[src/rtl/logic_sweep_pkg.sv]
// Shared types, constants and golden gate equations for the logic sweep self-test.
// The gate cell under test computes x = (A&B)|~C and y = ~C with vec = {C,B,A}.
package logic_sweep_pkg;

  localparam int VEC_W = 3;
  localparam logic [VEC_W-1:0] LAST_VEC = 3'd7;

  typedef enum logic [1:0] {
    IDLE,
    DRIVE,
    SAMPLE,
    DONE
  } state_t;

  function automatic logic exp_x(input logic [VEC_W-1:0] vec);
    return (vec[0] & vec[1]) | ~vec[2];
  endfunction

  function automatic logic exp_y(input logic [VEC_W-1:0] vec);
    return ~vec[2];
  endfunction

endpackage

[src/rtl/logic_sweep_golden.sv]
// Combinational golden model of the gate cell: vector {C,B,A} -> expected x, y.
module logic_sweep_golden
  import logic_sweep_pkg::*;
(
  input  logic [VEC_W-1:0] vec,
  output logic             x,
  output logic             y
);

  assign x = exp_x(vec);
  assign y = exp_y(vec);

endmodule

[src/rtl/logic_sweep_sequencer.sv]
// Self-test sequencer: sweeps all 8 cell input vectors, settles, samples the cell
// outputs against the golden model and reports error count, first failure and pass.
module logic_sweep_sequencer
  import logic_sweep_pkg::*;
#(
  parameter int SETTLE_CYCLES = 2,
  parameter int ERR_W         = 4
) (
  input  logic             clk,
  input  logic             rst,
  input  logic             start,
  input  logic             abort,
  input  logic             cell_x,
  input  logic             cell_y,
  output logic [VEC_W-1:0] vec_out,
  output logic             busy,
  output logic             done,
  output logic             pass,
  output logic [ERR_W-1:0] err_count,
  output logic [VEC_W-1:0] first_fail_vec,
  output logic             first_fail_valid
);

  localparam int CNT_W = (SETTLE_CYCLES > 1) ? $clog2(SETTLE_CYCLES) : 1;
  localparam logic [CNT_W-1:0] SETTLE_LAST = CNT_W'(SETTLE_CYCLES - 1);

  state_t           state;
  logic [VEC_W-1:0] idx;
  logic [CNT_W-1:0] settle_cnt;
  logic             gold_x;
  logic             gold_y;
  logic             mismatch;
  logic             err_sat;

  logic_sweep_golden u_golden (
    .vec (idx),
    .x   (gold_x),
    .y   (gold_y)
  );

  assign mismatch = (cell_x != gold_x) | (cell_y != gold_y);
  assign err_sat  = &err_count;

  always_ff @(posedge clk or posedge rst) begin
    if (rst) begin
      state            <= IDLE;
      idx              <= '0;
      settle_cnt       <= '0;
      vec_out          <= '0;
      busy             <= 1'b0;
      done             <= 1'b0;
      pass             <= 1'b0;
      err_count        <= '0;
      first_fail_vec   <= '0;
      first_fail_valid <= 1'b0;
    end else begin
      done <= 1'b0;
      case (state)
        IDLE: begin
          if (start && !abort) begin
            state            <= DRIVE;
            idx              <= '0;
            settle_cnt       <= '0;
            vec_out          <= '0;
            busy             <= 1'b1;
            pass             <= 1'b0;
            err_count        <= '0;
            first_fail_vec   <= '0;
            first_fail_valid <= 1'b0;
          end
        end
        DRIVE: begin
          if (abort) begin
            state      <= IDLE;
            settle_cnt <= '0;
            vec_out    <= '0;
            busy       <= 1'b0;
            pass       <= 1'b0;
          end else if (settle_cnt == SETTLE_LAST) begin
            state      <= SAMPLE;
            settle_cnt <= '0;
          end else begin
            settle_cnt <= settle_cnt + 1'b1;
          end
        end
        SAMPLE: begin
          // An aborted sample is discarded so the partial results stay consistent.
          if (abort) begin
            state   <= IDLE;
            vec_out <= '0;
            busy    <= 1'b0;
            pass    <= 1'b0;
          end else begin
            if (mismatch) begin
              if (!err_sat) err_count <= err_count + 1'b1;
              if (!first_fail_valid) begin
                first_fail_vec   <= idx;
                first_fail_valid <= 1'b1;
              end
            end
            if (idx == LAST_VEC) begin
              state <= DONE;
              done  <= 1'b1;
              pass  <= (err_count == '0) && !mismatch;
            end else begin
              state      <= DRIVE;
              idx        <= idx + 1'b1;
              vec_out    <= idx + 1'b1;
              settle_cnt <= '0;
            end
          end
        end
        DONE: begin
          state   <= IDLE;
          vec_out <= '0;
          busy    <= 1'b0;
        end
        default: state <= IDLE;
      endcase
    end
  end

endmodule

[config.mk]
export PLATFORM = sky130hd
export DESIGN_NAME = logic_sweep_sequencer
export DESIGN_NICKNAME = d
export VERILOG_FILES = /design/src/rtl/logic_sweep_pkg.sv /design/src/rtl/logic_sweep_golden.sv /design/src/rtl/logic_sweep_sequencer.sv
export SDC_FILE = /design/constraint.sdc
export NUM_CORES = 1
export LEC_CHECK = 0
export CAP_MARGIN = 20
export CORE_MARGIN = 1
export CORE_UTILIZATION = 39
export CTS_BUF_LIST = sky130_fd_sc_hd__clkbuf_4 sky130_fd_sc_hd__clkbuf_8 sky130_fd_sc_hd__clkbuf_16
export CTS_CLUSTER_SIZE = 24
export DETAILED_ROUTE_END_ITERATION = 7
export GPL_ROUTABILITY_DRIVEN = 0
export PLACE_DENSITY = 0.7
export SLEW_MARGIN = 20
export SYNTH_ARGS = -nofsm -noshare
export SYNTH_HDL_FRONTEND = slang
export SYNTH_SLANG_ARGS = --single-unit
export TNS_END_PERCENT = 10
[constraint.sdc]
create_clock -name clk -period 2.3 [get_ports clk]
set_input_delay 0.46 -clock clk [delete_from_list [all_inputs] [get_ports clk]]
set_output_delay 0.46 -clock clk [all_outputs]
set_load 0.005 [all_outputs]
---- Word-level counts from Yosys, hierarchy flattened ----
Cells that the tools add are included.
word-level totals
  register bits ........................... 20
  input port bits ......................... 6
  output and inout bits ................... 14
  logic and storage cells ................. 93
operators by class
  $add $sub $neg .......................... 3
  eq/ne operators ......................... 17
  muxes and demuxes ....................... 40
  bitwise operators ....................... 4
  reductions and logical operators ........ 19
operators with widths
  operator               number
  $mux W3                8
  $reduce_and A4 Y1      5
  $mux W4                4
  $mux W1                14
  $ne A2 B2 Y1 const B   7
  $pmux W3 S2            2
  $pmux W3 S4            1
  $mux W2                5
  $reduce_and A5 Y1      2
  $ne A3 B3 Y1 const B   3
  $pmux W1 S3            3
  $pmux W2 S4            1
  $pmux W4 S2            1
  $add A4 B1 Y4 const B  1
  $eq A2 B2 Y1 const B   2
  $logic_not A4 Y1       1
  $reduce_and A2 Y1      2
  $add A3 B1 Y3 const B  1
  $eq A3 B3 Y1 const B   1
  $reduce_and A3 Y1      1
  $reduce_bool A3 Y1     1
  $eq A2 B1 Y1 const B   1
  $logic_and A1 B1 Y1    2
  $logic_not A1 Y1       2
  other kinds (10)       12

---- Depth between registers and ports, before layout ----
  depth in word-level cells ............... 9
  gate-level depth with buffers ........... 7
  gate-level depth less buffers ........... 7

---- Modules after synthesis ----
A second synthesis with hierarchy kept.
second synthesis, totals
  cells, all modules ...................... 140
  area, all modules ....................... 1242.4 um2
by module, submodules not included
  module                 times used  cells each  area an instance (um2)  seq. area each (um2)
  logic_sweep_sequencer  1           138         1228.7                  500.5
  logic_sweep_golden     1           2           13.8                    0.0

---- Least setup slack after synthesis ----
OpenSTA, ideal clock, no wires.
  path kind ............................... reg-to-reg
  start point ............................. register idx[0]
  end point ............................... register first_fail_vec[0]
  setup time .............................. 0.104 ns
  arrival time ............................ 1.611 ns
  required time ........................... 2.196 ns
  setup slack ............................. 0.585 ns
  cell stages (with the launch flop) ...... 7
  path buffers ............................ 0
  clock period less this slack ............ 1.715 ns
  cells stage by stage .................... dfrtp_1 > ha_1 > inv_1 > ha_1 > xor2_2 > a211o_1 > o311ai_1
between the ends
  longest elaborated chain between the ends .. 6
RTL lines
  element                             line                          text
  start, declared                     logic_sweep_sequencer.sv:28   logic [VEC_W-1:0] idx;
  start signal, assigned              logic_sweep_sequencer.sv:107  idx <= idx + 1'b1;
  $and A1 B1 Y1                       logic_sweep_pkg.sv:16         return (vec[0] & vec[1]) | ~vec[2];
  $or A1 B1 Y1                        logic_sweep_pkg.sv:16
  $ne A1 B1 Y1                        logic_sweep_sequencer.sv:41   assign mismatch = (cell_x != gold_x) | (cell_y != gold_y);
  $or A1 B1 Y1                        logic_sweep_sequencer.sv:41
  $ne A2 B2 Y1 (no source line)       --
  $reduce_and A5 Y1 (no source line)  --
  end signal, assigned                logic_sweep_sequencer.sv:97   first_fail_vec <= idx;
  end, declared                       logic_sweep_sequencer.sv:20   output logic [VEC_W-1:0] first_fail_vec,
Parallel ways exist; a longest one is shown, timed or not. The select of a mux whose other input is x is not followed.
A chain may end at the register's enable or synchronous reset.

---- Worst setup path after layout ----
  start point ............................. register idx[0]
  end point ............................... register first_fail_vec[2]
between the ends
  longest elaborated chain between the ends .. 6
RTL lines
  element                             line
  $and A1 B1 Y1                       logic_sweep_pkg.sv:16
  $or A1 B1 Y1                        logic_sweep_pkg.sv:16
  $ne A1 B1 Y1                        logic_sweep_sequencer.sv:41
  $or A1 B1 Y1                        logic_sweep_sequencer.sv:41
  $ne A2 B2 Y1 (no source line)       --
  $reduce_and A5 Y1 (no source line)  --
Every way passes these cells.

==> flow_summary.json <==
{
  "critPathCaptureType": "register",
  "placed_area_um2": 1455,
  "placed_cells": 179,
  "postCtsHoldBufs": 0,
  "groute.usage.overall_pct": 18.37,
  "grt_max_degree": 21,
  "post-cts-setup-buffers": 0,
  "nets": 168,
  "yosysUniqueCellTypes": 40,
  "path_clk_slew_ns": 0.12,
  "r2r_start": "idx[0]",
  "ys_warn_count": 0,
  "leakage_nw": 0.6542,
  "antenna_found_initial": 0,
  "overflow": 0,
  "synth_xor_area_share_pct": 2.661,
  "drv_slew": 0,
  "r2r-end": "first_fail_vec[2]",
  "postRouteAntennaNets": 0,
  "status": "finished, violations left",
  "post-route-period-util_pct": 83.89,
  "syn-instance-count": 130,
  "num_rows": 19,
  "syn-num-nets": 145,
  "drive_above_1_share_pct": 11.84,
  "via_per_inst": 5.727,
  "root_buffer": "clkbuf_4",
  "path_max_fanout": 6,
  "hpwlAfterDp_um": 2032,
  "initial_core_util_pct": 42.85,
  "syn_to_final_growth_pct": 23.34,
  "netlist_area_um2": 1222,
  "dieHeight_um": 57.99,
  "p_per_area_nw_per_um2": 713.6,
  "wl_per_cell_um": 14.78,
  "synth_seq_area_share_pct": 40.94,
  "die_w_um": 57.99,
  "pre_cts_ws_ns": 0.2053,
  "max_cap_violations": 0,
  "grt_pass1_vias": 1097,
  "yosys_register_bits": 20,
  "synth_fa_ha_area_share_pct": 9.212,
  "vias": 1048,
  "antenna_cells": 0,
  "synthSimpleGateAreaFrac_pct": 15.25,
  "drt-total-wl_um": 2704,
  "fin_ws_ns": 0.3706,
  "io_pins": 20,
  "dieArea_um2": 3362,
  "fin_area_um2": 1508,
  "clock_skew_ns": 0.007295,
  "drtIter0Drc": 36,
  "crit_arrival_ns": 2.14,
  "critPathLaunchType": "register",
  "avgSynthCellArea_um2": 9.403,
  "portBuffers": 19,
  "cts_buffers": 3,
  "relSlewSlack_pct": 74.98,
  "cts_max_level": 1,
  "synth_top_family_by_area": "compound AO/OA/AOI/OAI gates",
  "clock-sinks": 20,
  "clock_latency_ns": 0.32,
  "n_fill_cell": 263,
  "synthMuxAreaShare_pct": 2.764,
  "hold_path_class": "in -> async",
  "r2r_slack_ns": 0.37,
  "cts_tree": "done",
  "critical_path_class": "reg -> reg",
  "fp.coreArea_um2": 2853,
  "finalHoldViolCount": 0,
  "grt_pass1_wl_um": 4809,
  "startpoint": "idx[0]",
  "clockBufferDepth": 2,
  "violations": "DRC",
  "finalSetupTns_ns": 0,
  "critPathRequiredTime_ns": 2.51,
  "stdcell_count": 183,
  "rsz0062_at_grt": "false",
  "fmax_mhz": 518.3,
  "reg2regPathDepth": 6,
  "cts-resized-gates": 0,
  "worst_pin_slew_ns": 0.3745,
  "max-vdd-ir-drop_v": 0.0003627,
  "period_minus_slack_ns": 1.929,
  "synth_compound_gate_area_share_pct": 23.95,
  "drc": 2,
  "dr.pass1.iters": 6,
  "setup_violations": 0
}
==> kinds of logic after synthesis <==
family / Yosys count
AOI/OAI and AO/OA: 42
xor gates and xnor gates: 2
adders and majority gates: 9
buffers and inverters: 16
DFF: 20
muxes: 3
and+or+nand+nor: 38
==> state kept, by name (all words and copies together) (netlist names) <==
signal,cells
first_fail_valid,1
busy,1
pass,1
first_fail_vec,3
done,1
state,2
settle_cnt,1
vec_out,3
err_count,4
idx,3
==> layout by cell type (no fill, tap or decap), types with 3 or more instances in the layout <==
cell type and n:
ha_1 9, nor3_1 3, o31ai_1 3, inv_1 12, dfrtp_1 20, nand3_1 4
a21oi_1 7, clkdlybuf4s50_1 19, buf_4 3, nand2_1 13, o21ai_0 11, nor2_1 9
clkbuf_4 3
==> routing by layer <==
layer | vias to the layer above | global-route usage [%] | share of wire [%] | wire, um
met2 | 32 | 30.71 | 48 | 1287
met3 | 5 | 2.009 | 4.6 | 124
met1 | 500 | 24.86 | 46 | 1253
met5 | - | 0 | 0 | 0
li1 | 511 | - | - | -
met4 | 0 | 6.122 | 1.4 | 38
==> synthesized netlist by cell type <==
| cell | number | area (um2) |
|---|---|---|
| nor3_1 | 3 | 15.01 |
| xor2_2 | 2 | 32.53 |
| a21oi_1 | 7 | 35.03 |
| a22o_1 | 1 | 8.760 |
| o21ai_1 | 2 | 10.01 |
| nand2_2 | 1 | 6.260 |
| a211o_1 | 2 | 17.52 |
| o311ai_0 | 1 | 8.760 |
| ha_1 | 9 | 112.6 |
| o31ai_1 | 3 | 22.52 |
| mux2_2 | 1 | 11.26 |
| a31oi_1 | 2 | 12.51 |
| a22o_2 | 1 | 10.01 |
| and4_1 | 1 | 8.760 |
| a41o_1 | 1 | 10.01 |
| nor3b_1 | 1 | 7.510 |
| a211oi_1 | 2 | 15.01 |
| o21a_2 | 1 | 8.760 |
| nand2_1 | 13 | 48.80 |
| o311ai_1 | 2 | 17.52 |
| nor2_1 | 9 | 33.78 |
| nor4_1 | 1 | 6.260 |
| dfrtp_1 | 20 | 500.5 |
| a21boi_2 | 1 | 11.26 |
| o311ai_2 | 1 | 16.27 |
| o41ai_1 | 1 | 8.760 |
| buf_2 | 3 | 15.01 |
| or3_1 | 1 | 6.260 |
| a31o_2 | 1 | 8.760 |
| nor4b_2 | 1 | 15.01 |
| a21oi_2 | 1 | 8.760 |
| inv_1 | 12 | 45.04 |
| clkbuf_1 | 1 | 3.750 |
| nand4_1 | 1 | 6.260 |
| nand2b_1 | 1 | 6.260 |
| o21ai_0 | 11 | 55.05 |
| o21bai_1 | 1 | 7.510 |
| mux2_1 | 2 | 22.52 |
| nand3_1 | 4 | 20.02 |
| nor2b_1 | 1 | 6.260 |
==> critical path: stages, from the launching register on <==
cell and delay, ns:
dfrtp_1 0.46, ha_1 0.20, inv_1 0.04, ha_1 0.20, xor2_2 0.21, a211o_1 0.39, o311ai_1 0.32
==> worst max path at each step <==
| stage | to | slack [ns] |
|---|---|---|
| 2_1_floorplan | first_fail_vec[0] | 0.58 |
| 3_3_place_gp | settle_cnt | 0.22 |
| 3_5_place_dp | settle_cnt | 0.21 |
| 4_1_cts | first_fail_vec[2] | 0.35 |
| 5_1_grt | first_fail_vec[2] | 0.22 |
| 6_report | first_fail_vec[2] | 0.37 |
==> through the flow <==
stage	total power [mW]	utilization [%]	hold slack, ns
final	1.076	52.85	0.4438
after global routing	1.138	52.85	0.4836
after CTS	1.078	52.85	0.4691
after detailed placement	0.7885	51.01	0.5014
after global placement	0.7776	51.01	0.4848
after floorplan	0.6726	-	0.4238
==> layout make-up <==
type,count,area [um2],share of cell area (%)
Inverter,12,45.04,2.988
Tap cell,31,38.79,2.573
Multi-Input combinational cell,94,658.1,43.65
Timing Repair Buffer,22,212.7,14.11
Clock inverter,1,30.03,1.992
Clock buffer,3,22.52,1.494
Sequential cell,20,500.5,33.19
==> power breakdown <==
| group | switching (mW) | internal [mW] |
|---|---|---|
| logic | 0.197 | 0.153 |
| registers | 0.0374 | 0.393 |
| clock network | 0.118 | 0.176 |
| total | 0.353 | 0.723 |
Note: power is estimated with default switching activity, not from simulation.
